[src/rtl/audio_pkg.sv]
// Shared encodings for the codec frame sequencer: source modes, FSM states
// and the default sample width.
package audio_pkg;

   localparam int DATA_W_DEF = 24;

   typedef enum logic [1:0] {
      MODE_MUTE = 2'd0,
      MODE_PASS = 2'd1,
      MODE_TONE = 2'd2,
      MODE_MIX  = 2'd3
   } mode_e;

   typedef enum logic [1:0] {
      ST_IDLE     = 2'd0,
      ST_FETCH    = 2'd1,
      ST_WAIT_ROM = 2'd2,
      ST_WRITE    = 2'd3
   } state_e;

endpackage

[src/rtl/audio_path_ctrl_if.sv]
// Codec FIFO + tone ROM signal bundle. master = frame sequencer,
// slave = codec/ROM side.
interface audio_path_ctrl_if #(
   parameter int DATA_W = 24,
   parameter int ADDR_W = 16
);
   logic              read_ready;
   logic              write_ready;
   logic [DATA_W-1:0] readdata_left;
   logic [DATA_W-1:0] readdata_right;
   logic [DATA_W-1:0] rom_q;
   logic [ADDR_W-1:0] rom_addr;
   logic              read;
   logic              write;
   logic [DATA_W-1:0] writedata_left;
   logic [DATA_W-1:0] writedata_right;
   logic              busy;

   modport master (
      input  read_ready, write_ready, readdata_left, readdata_right, rom_q,
      output rom_addr, read, write, writedata_left, writedata_right, busy
   );

   modport slave (
      output read_ready, write_ready, readdata_left, readdata_right, rom_q,
      input  rom_addr, read, write, writedata_left, writedata_right, busy
   );
endinterface

[src/rtl/tone_addr_gen.sv]
// Tone ROM address counter: advances by one when en is high and wraps from
// ROM_DEPTH-1 back to 0.
module tone_addr_gen #(
   parameter int ROM_DEPTH = 48000,
   parameter int ADDR_W    = 16
) (
   input  logic              clk,
   input  logic              rst,
   input  logic              en,
   output logic [ADDR_W-1:0] rom_addr
);

   localparam logic [ADDR_W-1:0] LAST_ADDR = ADDR_W'(ROM_DEPTH - 1);

   logic [ADDR_W-1:0] addr_q, addr_d;

   always_comb begin
      addr_d = addr_q;
      if (en) begin
         addr_d = (addr_q == LAST_ADDR) ? '0 : addr_q + 1'b1;
      end
   end

   always_ff @(posedge clk or posedge rst) begin
      if (rst) begin
         addr_q <= '0;
      end else begin
         addr_q <= addr_d;
      end
   end

   assign rom_addr = addr_q;

endmodule

[src/rtl/audio_path_ctrl.sv]
// Registered frame sequencer: pops one stereo mic frame and/or waits for the
// tone ROM, then pushes one selected/mixed frame into the DAC FIFO.
module audio_path_ctrl
   import audio_pkg::*;
#(
   parameter int DATA_W    = DATA_W_DEF,
   parameter int ROM_DEPTH = 48000,
   parameter int ADDR_W    = 16,
   parameter int ROM_LAT   = 2
) (
   input  logic        CLOCK_50,
   input  logic        reset,
   input  logic [1:0]  mode,
   audio_path_ctrl_if.master bus
);

   localparam logic [1:0] WAIT_INIT = 2'((ROM_LAT > 0) ? ROM_LAT - 1 : 0);

   state_e            state_q, state_d;
   mode_e             mode_q, mode_d;
   logic [1:0]        cnt_q, cnt_d;
   logic [DATA_W-1:0] mic_l_q, mic_l_d, mic_r_q, mic_r_d;
   logic [DATA_W-1:0] wd_l_q, wd_l_d, wd_r_q, wd_r_d;

   logic              start;
   logic              addr_en;
   logic [DATA_W-1:0] fetch_l, fetch_r;
   logic [DATA_W-1:0] src_l, src_r;
   mode_e             mode_in;

   function automatic logic [DATA_W-1:0] select_sample(
      input mode_e             m,
      input logic [DATA_W-1:0] mic,
      input logic [DATA_W-1:0] rom
   );
      logic signed [DATA_W-1:0] mic_s, rom_s;
      mic_s = mic;
      rom_s = rom;
      case (m)
         MODE_MUTE: select_sample = '0;
         MODE_PASS: select_sample = mic;
         MODE_TONE: select_sample = rom;
         // Halving both operands first keeps the sum inside DATA_W.
         default:   select_sample = DATA_W'((mic_s >>> 1) + (rom_s >>> 1));
      endcase
   endfunction

   assign mode_in = mode_e'(mode);
   assign start   = bus.write_ready &&
                    (bus.read_ready || mode_in == MODE_MUTE || mode_in == MODE_TONE);
   assign fetch_l = bus.read_ready ? bus.readdata_left  : '0;
   assign fetch_r = bus.read_ready ? bus.readdata_right : '0;
   // With ROM_LAT=0 the output load happens on the FETCH edge itself.
   assign src_l   = (state_q == ST_FETCH) ? fetch_l : mic_l_q;
   assign src_r   = (state_q == ST_FETCH) ? fetch_r : mic_r_q;

   always_comb begin
      state_d = state_q;
      mode_d  = mode_q;
      cnt_d   = cnt_q;
      mic_l_d = mic_l_q;
      mic_r_d = mic_r_q;
      wd_l_d  = wd_l_q;
      wd_r_d  = wd_r_q;
      case (state_q)
         ST_IDLE: begin
            mode_d = mode_in;
            if (start) state_d = ST_FETCH;
         end
         ST_FETCH: begin
            mic_l_d = fetch_l;
            mic_r_d = fetch_r;
            cnt_d   = WAIT_INIT;
            if (ROM_LAT == 0) begin
               state_d = ST_WRITE;
               wd_l_d  = select_sample(mode_q, src_l, bus.rom_q);
               wd_r_d  = select_sample(mode_q, src_r, bus.rom_q);
            end else begin
               state_d = ST_WAIT_ROM;
            end
         end
         ST_WAIT_ROM: begin
            if (cnt_q == 2'd0) begin
               state_d = ST_WRITE;
               wd_l_d  = select_sample(mode_q, src_l, bus.rom_q);
               wd_r_d  = select_sample(mode_q, src_r, bus.rom_q);
            end else begin
               cnt_d = cnt_q - 2'd1;
            end
         end
         default: state_d = ST_IDLE;
      endcase
   end

   always_ff @(posedge CLOCK_50 or posedge reset) begin
      if (reset) begin
         state_q <= ST_IDLE;
         mode_q  <= MODE_MUTE;
         cnt_q   <= '0;
         mic_l_q <= '0;
         mic_r_q <= '0;
         wd_l_q  <= '0;
         wd_r_q  <= '0;
      end else begin
         state_q <= state_d;
         mode_q  <= mode_d;
         cnt_q   <= cnt_d;
         mic_l_q <= mic_l_d;
         mic_r_q <= mic_r_d;
         wd_l_q  <= wd_l_d;
         wd_r_q  <= wd_r_d;
      end
   end

   assign addr_en = (state_q == ST_WRITE) && (mode_q == MODE_TONE || mode_q == MODE_MIX);

   tone_addr_gen #(
      .ROM_DEPTH (ROM_DEPTH),
      .ADDR_W    (ADDR_W)
   ) u_addr (
      .clk      (CLOCK_50),
      .rst      (reset),
      .en       (addr_en),
      .rom_addr (bus.rom_addr)
   );

   assign bus.read            = (state_q == ST_FETCH) && bus.read_ready;
   assign bus.write           = (state_q == ST_WRITE);
   assign bus.busy            = (state_q != ST_IDLE);
   assign bus.writedata_left  = wd_l_q;
   assign bus.writedata_right = wd_r_q;

endmodule

[src/flat_wrapper.sv]
// flat-port wrapper written by rule: the top's interface ports become plain ports
module audio_path_ctrl_flat import audio_pkg::*;
#(
   parameter int DATA_W    = DATA_W_DEF,
   parameter int ROM_DEPTH = 48000,
   parameter int ADDR_W    = 16,
   parameter int ROM_LAT   = 2
)
  (CLOCK_50, reset, mode, bus_read_ready, bus_write_ready, bus_readdata_left, bus_readdata_right, bus_rom_q, bus_rom_addr, bus_read, bus_write, bus_writedata_left, bus_writedata_right, bus_busy);
  audio_path_ctrl_if #(.DATA_W(DATA_W), .ADDR_W(ADDR_W)) bus_i ();
  input  logic CLOCK_50;
  input  logic reset;
  input  logic [1:0] mode;
  input wire logic [$bits(bus_i.read_ready)-1:0] bus_read_ready;
  input wire logic [$bits(bus_i.write_ready)-1:0] bus_write_ready;
  input wire logic [$bits(bus_i.readdata_left)-1:0] bus_readdata_left;
  input wire logic [$bits(bus_i.readdata_right)-1:0] bus_readdata_right;
  input wire logic [$bits(bus_i.rom_q)-1:0] bus_rom_q;
  output wire logic [$bits(bus_i.rom_addr)-1:0] bus_rom_addr;
  output wire logic [$bits(bus_i.read)-1:0] bus_read;
  output wire logic [$bits(bus_i.write)-1:0] bus_write;
  output wire logic [$bits(bus_i.writedata_left)-1:0] bus_writedata_left;
  output wire logic [$bits(bus_i.writedata_right)-1:0] bus_writedata_right;
  output wire logic [$bits(bus_i.busy)-1:0] bus_busy;
  assign bus_i.read_ready = bus_read_ready;
  assign bus_i.write_ready = bus_write_ready;
  assign bus_i.readdata_left = bus_readdata_left;
  assign bus_i.readdata_right = bus_readdata_right;
  assign bus_i.rom_q = bus_rom_q;
  assign bus_rom_addr = bus_i.rom_addr;
  assign bus_read = bus_i.read;
  assign bus_write = bus_i.write;
  assign bus_writedata_left = bus_i.writedata_left;
  assign bus_writedata_right = bus_i.writedata_right;
  assign bus_busy = bus_i.busy;
  audio_path_ctrl #(.DATA_W(DATA_W), .ROM_DEPTH(ROM_DEPTH), .ADDR_W(ADDR_W), .ROM_LAT(ROM_LAT)) u_core (.CLOCK_50(CLOCK_50), .reset(reset), .mode(mode), .bus(bus_i));
endmodule
[config.mk]
export PLATFORM = sky130hd
export DESIGN_NAME = audio_path_ctrl_flat
export DESIGN_NICKNAME = d
export VERILOG_FILES = /design/src/rtl/audio_pkg.sv /design/src/rtl/audio_path_ctrl_if.sv /design/src/rtl/tone_addr_gen.sv /design/src/rtl/audio_path_ctrl.sv /design/src/flat_wrapper.sv
export SDC_FILE = /design/constraint.sdc
export NUM_CORES = 1
export LEC_CHECK = 0
export BUFFER_PORTS_ARGS = -buffer_cell sky130_fd_sc_hd__buf_2
export CORE_ASPECT_RATIO = 0.5
export CORE_MARGIN = 2
export CORE_UTILIZATION = 40
export CTS_BUF_LIST = sky130_fd_sc_hd__clkbuf_16
export CTS_CLUSTER_SIZE = 16
export DETAILED_ROUTE_END_ITERATION = 16
export SLEW_MARGIN = 20
export SYNTH_ARGS = -nofsm -noshare
export SYNTH_HDL_FRONTEND = slang
export SYNTH_HIERARCHICAL = 1
export SYNTH_SLANG_ARGS = --single-unit
[constraint.sdc]
create_clock -name CLOCK_50 -period 7.8 [get_ports CLOCK_50]
set_input_delay 1.17 -clock CLOCK_50 [delete_from_list [all_inputs] [get_ports CLOCK_50]]
set_output_delay 1.17 -clock CLOCK_50 [all_outputs]
set_load 0.01 [all_outputs]
==> summary.txt, run 1 <==
Layout
  – Ratio of cells with drive above 1 in the final layout: 0.184
  – # fillers: 1918
  – Most frequent cells in the layout: buf_2 (144), nand2_1 (121), dfrtp_1 (118), o21ai_0 (91), nor2_1 (86)
  – Final std cells w/o fill: 1347
  – Commonest non-fill, non-tap cell in the layout: buf_2
  – Nets: 1203
  – Post-Layout Inst Area: 9400 um^2
  – Multi-input logic area: 4520 um^2
  – Area grow syn2layout: 19.1%
  – Antenna Cells: 0
  – Area occupied by registers: 2950 um^2
  – Final core utilization: 0.484

Clock tree
  – CTS tree: done
  – Htree depth: 4
  – Number of buffers created by CTS: 17
  – Root buf cell: clkbuf_16
  – Clock Pin Slew Worst Setup and Hold Paths: 0.06 ns
  – # Post-CTS Setup Buffers: 0
  – Cts repair resizes: 0
  – Clock buffer depth: 2
  – Sink Count: 118
  – Clock network latency to the later pin of the worst-skew pair: 0.43 ns
  – Cts hold-fix bufs: 0

Global routing
  – Initial antenna violation count: 0
  – Largest net degree at the start of global routing: 70
  – GR Overflow Total: 0
  – Vias in the first global route: 7053
  – GRT Overall Usage: 0.244
  – Global-route wire length before repair: 39.0 mm

Critical path
  – Slowest stage cell, crit path: buf_4
  – Arrival time worst endpoint: 4.77 ns
  – Worst Setup End Kind: flip-flop
  – Worst Path Max Fanout: 50
  – CP bufs+invs: 3
  – Critical Path Start: u_core/state_q[1]$_DFFE_PP0P_
  – End point of the critical path: u_core/bus.writedata_left[18]$_DFFE_PP0P_
  – CP Depth: 15
  – CP top delay family: compound AO/OA/AOI/OAI gates
  – Reg-to-Reg Start: u_core/state_q[1]$_DFFE_PP0P_
  – Worst path required time: 8.11 ns
  – Cell Chain, Critical Path: inv_1 -> ha_1 -> buf_4 -> and2_2 -> buf_4 -> nand2_1 -> o21ai_0 -> ha_1 -> a21o_1 -> a211o_1 -> a31oi_1 -> nand3_1 -> xor2_1 -> a221o_1 -> o21a_1
  – Startpoint Class: flip-flop
  – Kind of critical path: flip-flop to flip-flop
  – Worst reg2reg path depth: 15
  – Reg2reg setup slack: 3.34 ns
  – RR Endpoint: u_core/bus.writedata_left[18]$_DFFE_PP0P_
  – Slowest stage delay, CP: 0.48 ns

STA
  – RSZ-0062 raised after global routing: false
  – Fin. Hold Viols: 0
  – Final setup fails: 0
  – Final number of max-transition violations: 0
  – Fin crit share: 0.572
  – Tmin final: 4.46 ns
  – Clock Skew: 0.00838 ns
  – Max-Slew Margin vs Limit: 0.319
  – Fmax: 0.224 GHz
  – Fin Setup TNS: 0 ns
  – Worst-margin pin slew: 1.02 ns

Run status
  – Status: complete, no violations

Routing
  – DRT Wirelength: 25.2 mm
  – DRT antenna net count: 0
  – DR vias: 7451
  – Vias per std cell: 5.53
  – DRC: 0
  – Drt initial violations: 563
  – WL/cell: 18.7 um
  – First-pass iteration count of the detailed router: 5

Die
  – Core area: 19400 um^2
  – Starting Density: 0.407
  – Die span in x: 203 um
  – Top Ports: 145
  – Core Rows: 36
  – Die H: 103 um
  – Die area: 20900 um^2

Power and ir drop
  – Power per cell area: 413 nW/um^2
  – Seq pwr share: 0.254
  – Switching share of power: 0.456
  – Comb power frac: 0.555
  – Int Pwr: 0.00211 W
  – Switching power: 0.00177 W
  – VDD IR-drop max: 0.177 mV
  – Leakage: 4.46 nW
  – Total power: 0.00388 W
  – Clock share of power: 0.191

Yosys
  – Yosys warning total: 6
  – Largest family of logic cells by synthesized area: compound AO/OA/AOI/OAI gates
  – Post-synthesis compound-gate area fraction: 0.240
  – Synth area leaders: dfrtp_1 (37%), ha_1 (8.6%), o21ai_0 (5.8%), nand2_1 (5.8%), a21oi_1 (4.2%)
  – Synthesized area per cell: 8.38 um^2
  – #FFs+latches synth: 118
  – Ys flop type: dfrtp_1
  – Share of the synthesized area in the top cell type: 0.374
  – Adder-Cell Fraction of Synth Area: 0.0906
  – Synth unique cells: 68
  – Syn Inst Count: 942
  – Register area share after synthesis: 0.374
  – EDFF count, synth: 0
  – Simple-gate share of the synthesized area: 0.181
  – Post-Syn Area: 7900 um^2
  – Post-synthesis mux area share: 0.0119
  – Asr flop ratio synth: 1.00
  – Synth Area in XOR/XNOR: 0.0466
  – Biggest area consumer among synthesized cells: dfrtp_1
  – Synthesized Nets: 1076

Placed design
  – DP HPWL: 18.1 mm
  – RePlAce Congestion: 0.956
  – I/O Buffers: 144
  – Placed Area: 8860 um^2
  – Cells after DPL: 1316

Worst hold path
  – Tightest Hold Check Type: flip-flop to flip-flop

Run
  – Max Cap Viol: 0
-- routing by layer --
metal | up-vias | track usage | share of wire
li1 | 3601 | - | -
met1 | 3605 | 0.348 | 0.49
met2 | 217 | 0.375 | 0.44
met3 | 28 | 0.0495 | 0.054
met4 | 0 | 0.0741 | 0.015
met5 | - | 0 | 0
-- per-stage QoR --
step / setup WS [ns] / hold WS, ns
5_1_grt: 3.01 / 0.516
2_1_floorplan: 3.82 / 0.448
3_3_place_gp: 3.43 / 0.464
4_1_cts: 3.36 / 0.490
6_report: 3.34 / 0.485
3_5_place_dp: 3.41 / 0.477
-- worst reg2reg max path, cell delays in order, from the launching register on --
cell and delay (ns):
dfrtp_1 0.41, inv_1 0.12, ha_1 0.16, buf_4 0.45, and2_2 0.24, buf_4 0.48
nand2_1 0.15, o21ai_0 0.24, ha_1 0.42, a21o_1 0.25, a211o_1 0.32, a31oi_1 0.24
nand3_1 0.21, xor2_1 0.21, a221o_1 0.33, o21a_1 0.11
-- cells by family (layout without fill, tap and decap cells) --
| logic type | Yosys count | after routing |
|---|---|---|
| adders and majority gates | 56 | 56 |
| and+or+nand+nor | 307 | 307 |
| DFF | 118 | 118 |
| AOI/OAI and AO/OA | 295 | 295 |
| buffers and inverters | 115 | 254 |
| muxes | 9 | 9 |
| xor gates and xnor gates | 42 | 42 |
-- layout make-up --
class                      instances  share of cell area
multi-input combinational        709               0.481
sequential                       118               0.314
timing repair buffer             153              0.0838
clock buffer                      17              0.0452
tap                              266              0.0354
inverter                          70              0.0282
clock inverter                    14              0.0126
-- cell usage after synthesis (4+ instances only) --
library cell and count:
o211ai_1 7, xnor2_1 22, and3_1 4, a21boi_0 11, o31ai_1 5, a31oi_1 8, o2111ai_1 4, a221o_1 4
buf_2 4, buf_1 5, or4_1 4, nand2_1 121, o21bai_1 8, a21oi_1 66, nor3_1 12, mux2i_1 6
o21a_1 9, nand3_1 22, dfrtp_1 118, clkbuf_1 36, ha_1 54, or3_1 6, xor2_1 20, nor2b_1 11
o21ai_0 91, inv_1 70, o22ai_1 4, and2_1 5, nand4_1 9, a21o_1 21, a221oi_1 28, nand2b_1 4
nor2_1 86
-- how the worst min path moves through the flow --
stage | startpoint | end | slack, ns | cells after the start
after floorplan | u_core/cnt_q[1]$_DFFE_PP0P_ | u_core/cnt_q[1]$_DFFE_PP0P_ | 0.45 | 2
after global placement | u_core/cnt_q[1]$_DFFE_PP0P_ | u_core/cnt_q[1]$_DFFE_PP0P_ | 0.46 | 2
after detailed placement | u_core/bus.writedata_right[9]$_DFFE_PP0P_ | u_core/bus.writedata_right[9]$_DFFE_PP0P_ | 0.48 | 2
after CTS | u_core/bus.writedata_right[9]$_DFFE_PP0P_ | u_core/bus.writedata_right[9]$_DFFE_PP0P_ | 0.49 | 2
after global routing | u_core/bus.writedata_left[18]$_DFFE_PP0P_ | u_core/bus.writedata_left[18]$_DFFE_PP0P_ | 0.52 | 1
final | u_core/bus.writedata_right[9]$_DFFE_PP0P_ | u_core/bus.writedata_right[9]$_DFFE_PP0P_ | 0.49 | 2
-- state kept, by name (all words and copies together) (netlist names) --
register                    count
u_core/mic_r_q                 24
u_core/bus.writedata_left      24
u_core/bus.writedata_right     24
u_core/state_q                  2
u_core/mode_q                   2
u_core/u_addr/rom_addr         16
u_core/cnt_q                    2
u_core/mic_l_q                 24
-- power groups by stage --
stage | logic, W | registers [W] | clock network (W)
CTS | 0.00214 | 0.000990 | 0.000758
global route | 0.00238 | 0.00102 | 0.000786
finish | 0.00215 | 0.000987 | 0.000739
detailed placement | 0.00213 | 0.000999 | 0
global placement | 0.00210 | 0.000994 | 0
floorplan | 0.00144 | 0.00103 | 0
(Power assumes the default switching activity.)
==> run 2: changes to the inputs <==
Clock period 7.8 ns to 4.5 ns, I/O delays scaled along.
==> run 2 against run 1 <==
Die area is the same. Critical endpoint is now u_core/bus.writedata_right[18]$_DFFE_PP0P_. Sequential share of layout area shrank 0.32 points. Cell area grew 1.0%. Largest power group unchanged. Largest cell class unchanged. Highest routed layer unchanged.
==> summary.txt, run 2 (same netlist as run 1, synthesis figures left out) <==
Critical path
  – Worst Setup End Kind: flip-flop
  – Reg-to-Reg Start: u_core/state_q[1]$_DFFE_PP0P_
  – Arrival time worst endpoint: 4.23 ns (-0.54 ns)
  – Reg2reg setup slack: 0.57 ns (-2.76 ns)
  – End point of the critical path: u_core/bus.writedata_right[18]$_DFFE_PP0P_
  – Worst reg2reg path depth: 14 (-1)
  – Kind of critical path: flip-flop to flip-flop
  – RR Endpoint: u_core/bus.writedata_right[18]$_DFFE_PP0P_
  – Startpoint Class: flip-flop
  – Worst path required time: 4.81 ns (-3.30 ns)
  – Worst Path Max Fanout: 29 (-42%)
  – Critical Path Start: u_core/state_q[1]$_DFFE_PP0P_

Layout
  – Final std cells w/o fill: 1355 (+0.59%)
  – Post-Layout Inst Area: 9500 um^2 (+1.0%)
  – Final core utilization: 0.489 (+0.00496)
  – Nets: 1210 (+0.58%)
  – Antenna Cells: 0 (unchanged)
  – Area occupied by registers: 2950 um^2 (unchanged)
  – Commonest non-fill, non-tap cell in the layout: buf_2
  – # fillers: 1870 (-2.5%)
  – Multi-input logic area: 4520 um^2 (about the same)
  – Area grow syn2layout: 20.3%
  – Ratio of cells with drive above 1 in the final layout: 0.191 (+0.00691)
  – Most frequent cells in the layout: buf_2 (144), nand2_1 (121), dfrtp_1 (118), o21ai_0 (91), nor2_1 (86)

STA
  – RSZ-0062 raised after global routing: false
  – Max-Slew Margin vs Limit: 0.415 (+0.0956)
  – Fin Setup TNS: 0 ns (unchanged)
  – Final setup fails: 0 (unchanged)
  – Fmax: 0.255 GHz (+14%)
  – Worst-margin pin slew: 0.877 ns (-0.143 ns)
  – Clock Skew: 0.00701 ns (-0.00137 ns)
  – Fin crit share: 0.872 (+0.300)
  – Final number of max-transition violations: 0 (unchanged)
  – Tmin final: 3.93 ns (-0.537 ns)
  – Fin. Hold Viols: 0 (unchanged)

Global routing
  – Initial antenna violation count: 0 (unchanged)
  – Largest net degree at the start of global routing: 78 (+11%)
  – Global-route wire length before repair: 40.4 mm (+3.5%)
  – GR Overflow Total: 0 (unchanged)
  – Vias in the first global route: 7275 (+3.1%)
  – GRT Overall Usage: 0.253 (+0.00957)

Die
  – Die span in x: 203 um (unchanged)
  – Die H: 103 um (unchanged)
  – Top Ports: 145 (unchanged)
  – Die area: 20900 um^2 (unchanged)
  – Core Rows: 36 (unchanged)
  – Core area: 19400 um^2 (unchanged)
  – Starting Density: 0.407 (unchanged)

Clock tree
  – Number of buffers created by CTS: 17 (unchanged)
  – Clock Pin Slew Worst Setup and Hold Paths: 0.06 ns (about the same)
  – Clock network latency to the later pin of the worst-skew pair: 0.43 ns (about the same)
  – Cts hold-fix bufs: 0 (unchanged)
  – CTS tree: done
  – Sink Count: 118 (unchanged)
  – Cts repair resizes: 0 (unchanged)
  – # Post-CTS Setup Buffers: 0 (unchanged)
  – Root buf cell: clkbuf_16
  – Clock buffer depth: 2 (unchanged)
  – Htree depth: 4 (unchanged)

Placed design
  – I/O Buffers: 144 (unchanged)
  – DP HPWL: 19.1 mm (+5.9%)
  – Placed Area: 8910 um^2 (+0.57%)
  – RePlAce Congestion: 0.974 (+1.9%)
  – Cells after DPL: 1323 (+0.53%)

Routing
  – DRT antenna net count: 0 (unchanged)
  – DRT Wirelength: 26.0 mm (+3.5%)
  – DRC: 0 (unchanged)
  – Vias per std cell: 5.54 (about the same)
  – Drt initial violations: 446 (-21%)
  – WL/cell: 19.2 um (+2.9%)
  – First-pass iteration count of the detailed router: 7 (+2)
  – DR vias: 7502 (+0.68%)

Run status
  – Status: complete, no violations

Power and ir drop
  – VDD IR-drop max: 0.302 mV (+71%)
  – Leakage: 4.50 nW (+0.91%)
  – Comb power frac: 0.547 (-0.008)
  – Power per cell area: 726 nW/um^2 (+76%)
  – Int Pwr: 0.00376 W (+78%)
  – Switching power: 0.00314 W (+77%)
  – Switching share of power: 0.455 (-0.000763)
  – Clock share of power: 0.202 (+0.011)
  – Seq pwr share: 0.251 (-0.003)

Worst hold path
  – Tightest Hold Check Type: primary input to asynchronous set/reset pin

Run
  – Max Cap Viol: 0 (unchanged)
==> run 2: routing by layer <==
| metal | vias up | share of wire | global-route usage |
|---|---|---|---|
| met4 | 0 | 0.0086 | 0.0561 |
| met1 | 3647 | 0.50 | 0.358 |
| met2 | 235 | 0.44 | 0.403 |
| met5 | - | 0 | 0 |
| met3 | 19 | 0.053 | 0.0526 |
| li1 | 3601 | - | - |
==> run 2: critical path: stages, from the launching register on <==
cell and delay, ns:
dfrtp_1 0.41, inv_1 0.11, ha_1 0.17, and2_2 0.61, buf_4 0.32, nand2_1 0.07, o21ai_0 0.16, ha_1 0.39
a21o_1 0.21, a21o_1 0.20, or4_1 0.50, o221ai_2 0.28, o21ai_1 0.14, xnor2_1 0.16, a21oi_1 0.08
==> run 2: area by class of cell <==
type | instances | share of cell area
multi-input cells | 709 | 0.475
flip-flops and latches | 118 | 0.311
repair buffers | 160 | 0.0885
clock buffers | 17 | 0.0448
well taps | 266 | 0.0350
inverters | 70 | 0.0282
clock inverters | 15 | 0.0171
==> run 2: power groups by stage <==
stage / registers, W / logic (W) / clock network [W]
6_report: 0.00173 / 0.00378 / 0.00139
5_1_grt: 0.00178 / 0.00418 / 0.00147
3_5_place_dp: 0.00175 / 0.00372 / 0
3_3_place_gp: 0.00174 / 0.00368 / 0
2_1_floorplan: 0.00178 / 0.00250 / 0
4_1_cts: 0.00173 / 0.00374 / 0.00141
==> run 2: worst min-delay path by stage <==
stage                                                          from                                         to  slack (ns)  depth (start not counted)
after floorplan                         u_core/cnt_q[1]$_DFFE_PP0P_                u_core/cnt_q[1]$_DFFE_PP0P_        0.45                          2
after global placement    u_core/bus.writedata_right[9]$_DFFE_PP0P_  u_core/bus.writedata_right[9]$_DFFE_PP0P_        0.46                          2
after detailed placement   u_core/bus.writedata_left[9]$_DFFE_PP0P_   u_core/bus.writedata_left[9]$_DFFE_PP0P_        0.47                          2
after CTS                                                     reset      u_core/u_addr/rom_addr[5]$_DFFE_PP0P_        0.36                          2
after global routing                                          reset     u_core/u_addr/rom_addr[10]$_DFFE_PP0P_        0.41                          2
final                                                         reset      u_core/u_addr/rom_addr[6]$_DFFE_PP0P_        0.36                          2
==> run 2: stage by stage <==
stage,hold WS (ns),power (W),worst slack [ns]
2_1_floorplan,0.448,0.00429,0.992
3_3_place_gp,0.463,0.00541,0.593
3_5_place_dp,0.472,0.00547,0.512
4_1_cts,0.358,0.00689,0.625
5_1_grt,0.410,0.00743,0.260
6_report,0.357,0.00690,0.574
==> run 3: changes to the inputs <==
Clock period 4.5 ns to 3.35 ns, I/O delays scaled along.
==> run 3 against run 2 <==
Final cell count grew 6.0%. Worst setup slack lost 0.50 ns. Clock-buffer cell count is the same. Global-route usage grew 0.39 points. First-iteration DRC count grew 23%. Total power grew 48%. Critical endpoint unchanged. Non-clock buffer count grew 82. Critical path type unchanged. Fmax grew 20%. Core utilization grew 4.4 points.
==> summary.txt, run 3 (same netlist as run 1, synthesis figures left out) <==
Critical path
  – CP top delay family: simple AND/OR/NAND/NOR gates
  – Worst path required time: 3.66 ns (-1.15 ns)
  – Slowest stage delay, CP: 0.53 ns (-0.08 ns)
  – Arrival time worst endpoint: 3.58 ns (-0.65 ns)
  – CP bufs+invs: 2 (unchanged)
  – Kind of critical path: flip-flop to flip-flop
  – Cell Chain, Critical Path: inv_2 -> ha_4 -> and2_4 -> buf_12 -> nand2_1 -> o21ai_1 -> ha_1 -> and4_4 -> a21o_1 -> or4_1 -> o221ai_4 -> o21ai_1 -> xnor2_1 -> a21oi_1
  – Startpoint Class: flip-flop
  – Worst Path Max Fanout: 7 (-76%)
  – Slowest stage cell, crit path: or4_1
  – Worst Setup End Kind: flip-flop
  – Critical path's most frequent cell: o21ai_1

STA
  – Fin crit share: 0.978 (+0.105)
  – Final setup fails: 0 (unchanged)
  – Max-Slew Margin vs Limit: 0.387 (-0.0281)
  – Min Hold Slack: 0.179 ns (-0.178 ns)
  – Tmin final: 3.28 ns (-0.650 ns)
  – Fmax: 0.305 GHz (+20%)
  – Worst-margin pin slew: 0.920 ns (+0.0421 ns)
  – Final number of max-transition violations: 0 (unchanged)
  – Clock Skew: 0.0117 ns (+0.00473 ns)
  – Fin. Hold Viols: 0 (unchanged)
  – Fin Setup TNS: 0 ns (unchanged)

Routing
  – DRT antenna net count: 0 (unchanged)
  – DRT Wirelength: 26.8 mm (+3.1%)
  – First-pass iteration count of the detailed router: 5 (-2)
  – Vias per std cell: 5.53 (-0.13%)
  – WL/cell: 18.7 um (-2.7%)
  – Drt initial violations: 550 (+23%)
  – DR vias: 7940 (+5.8%)
  – DRC: 0 (unchanged)

Global routing
  – Vias in the first global route: 7655 (+5.2%)
  – Global-route wire length before repair: 41.5 mm (+2.7%)
  – GR Overflow Total: 0 (unchanged)
  – Largest net degree at the start of global routing: 67 (-14%)
  – Initial antenna violation count: 0 (unchanged)
  – GRT Overall Usage: 0.257 (+0.00387)

Placed design
  – RePlAce Congestion: 0.928 (-4.7%)
  – Placed Area: 9510 um^2 (+6.8%)
  – DP HPWL: 19.9 mm (+4.0%)
  – I/O Buffers: 144 (unchanged)

Die
  – Die span in x: 203 um (unchanged)
  – Die H: 103 um (unchanged)
  – Core Rows: 36 (unchanged)
  – Core area: 19400 um^2 (unchanged)
  – Top Ports: 145 (unchanged)
  – Starting Density: 0.407 (unchanged)
  – Die area: 20900 um^2 (unchanged)

Layout
  – Commonest non-fill, non-tap cell in the layout: buf_2
  – Area grow syn2layout: 31.0%
  – Nets: 1292 (+6.8%)
  – Most frequent cells in the layout: buf_2 (144), nand2_1 (121), dfrtp_1 (118), buf_4 (90), nor2_1 (85)
  – # fillers: 1870 (unchanged)
  – Antenna Cells: 0 (unchanged)
  – Ratio of cells with drive above 1 in the final layout: 0.266 (+0.0748)
  – Multi-input logic area: 4650 um^2 (+3.0%)
  – Post-Layout Inst Area: 10300 um^2 (+8.9%)
  – Area occupied by registers: 2950 um^2 (unchanged)

Power and ir drop
  – Seq pwr share: 0.228 (-0.023)
  – Int Pwr: 0.00573 W (+52%)
  – Leakage: 4.99 nW (+11%)
  – Power per cell area: 986 nW/um^2 (+36%)
  – Switching share of power: 0.439 (-0.0164)
  – VDD IR-drop max: 0.351 mV (+16%)
  – Clock share of power: 0.188 (-0.014)
  – Comb power frac: 0.584 (+0.037)
  – Switching power: 0.00447 W (+43%)

Clock tree
  – CTS tree: done
  – Clock network latency to the later pin of the worst-skew pair: 0.43 ns (about the same)
  – Clock buffer depth: 2 (unchanged)
  – Root buf cell: clkbuf_16
  – Htree depth: 4 (unchanged)
  – Cts hold-fix bufs: 0 (unchanged)
  – Number of buffers created by CTS: 17 (unchanged)
  – Sink Count: 118 (unchanged)
  – Clock Pin Slew Worst Setup and Hold Paths: 0.06 ns (about the same)

Worst hold path
  – Tightest Hold Check Type: primary input to asynchronous set/reset pin

Run status
  – Status: complete, no violations

Run
  – Max Cap Viol: 0 (unchanged)
## run 3: final cells by class
| type | instances | area share |
|---|---|---|
| Timing Repair Buffer | 242 | 0.150 |
| Inverter | 70 | 0.0256 |
| Sequential cell | 118 | 0.285 |
| Clock inverter | 14 | 0.0164 |
| Tap cell | 266 | 0.0322 |
| Clock buffer | 17 | 0.0411 |
| Multi-Input combinational cell | 709 | 0.450 |
## run 3: worst paths after layout
kind	start	endpoint	slack, ns	depth (start not counted)
max in group asynchronous	reset	u_core/bus.writedata_left[15]$_DFFE_PP0P_	2.31	3
max	u_core/state_q[1]$_DFFE_PP0P_	u_core/bus.writedata_right[18]$_DFFE_PP0P_	0.07	14
min reg2reg	u_core/bus.writedata_right[5]$_DFFE_PP0P_	u_core/bus.writedata_right[5]$_DFFE_PP0P_	0.48	2
min	reset	u_core/u_addr/rom_addr[13]$_DFFE_PP0P_	0.18	2
max reg2reg	u_core/state_q[1]$_DFFE_PP0P_	u_core/bus.writedata_right[18]$_DFFE_PP0P_	0.07	14
min in group CLOCK_50	bus_readdata_right[11]	u_core/mic_r_q[11]$_DFF_PP0_	0.31	3
## run 3: stage by stage
| step | setup slack, ns | std cells | total power, W | utilization |
|---|---|---|---|---|
| after floorplan | 0.0770 | 942 | 0.00576 | - |
| after global placement | -0.0122 | 1395 | 0.00784 | 0.490 |
| after detailed placement | -0.0305 | 1395 | 0.00790 | 0.490 |
| after CTS | 0.00371 | 1429 | 0.00995 | 0.523 |
| after global routing | -0.0254 | 1436 | 0.0109 | 0.533 |
| final | 0.0742 | 1436 | 0.0102 | 0.533 |
## run 3: timing repair
item	4_1_cts	5_1_grt
setup endpoints to repair	4	31
setup buffers	3	6
pin swaps	4	18
gates resized for setup	11	37
gates cloned	0	1
## run 3: power groups by stage
| stage | logic (W) | registers [W] | clock network (W) |
|---|---|---|---|
| global placement | 0.00550 | 0.00233 | 0 |
| finish | 0.00595 | 0.00233 | 0.00192 |
| floorplan | 0.00337 | 0.00240 | 0 |
| global route | 0.00652 | 0.00240 | 0.00202 |
| detailed placement | 0.00556 | 0.00234 | 0 |
| CTS | 0.00567 | 0.00233 | 0.00195 |
## run 3: routing by layer
metal | vias to the layer above | track usage | routed length (um) | part of all wire
li1 | 3780 | - | - | -
met1 | 3900 | 0.361 | 13000 | 0.48
met2 | 228 | 0.407 | 12100 | 0.45
met3 | 32 | 0.0517 | 1410 | 0.053
met4 | 0 | 0.0707 | 390 | 0.015
met5 | - | 0 | 0 | 0
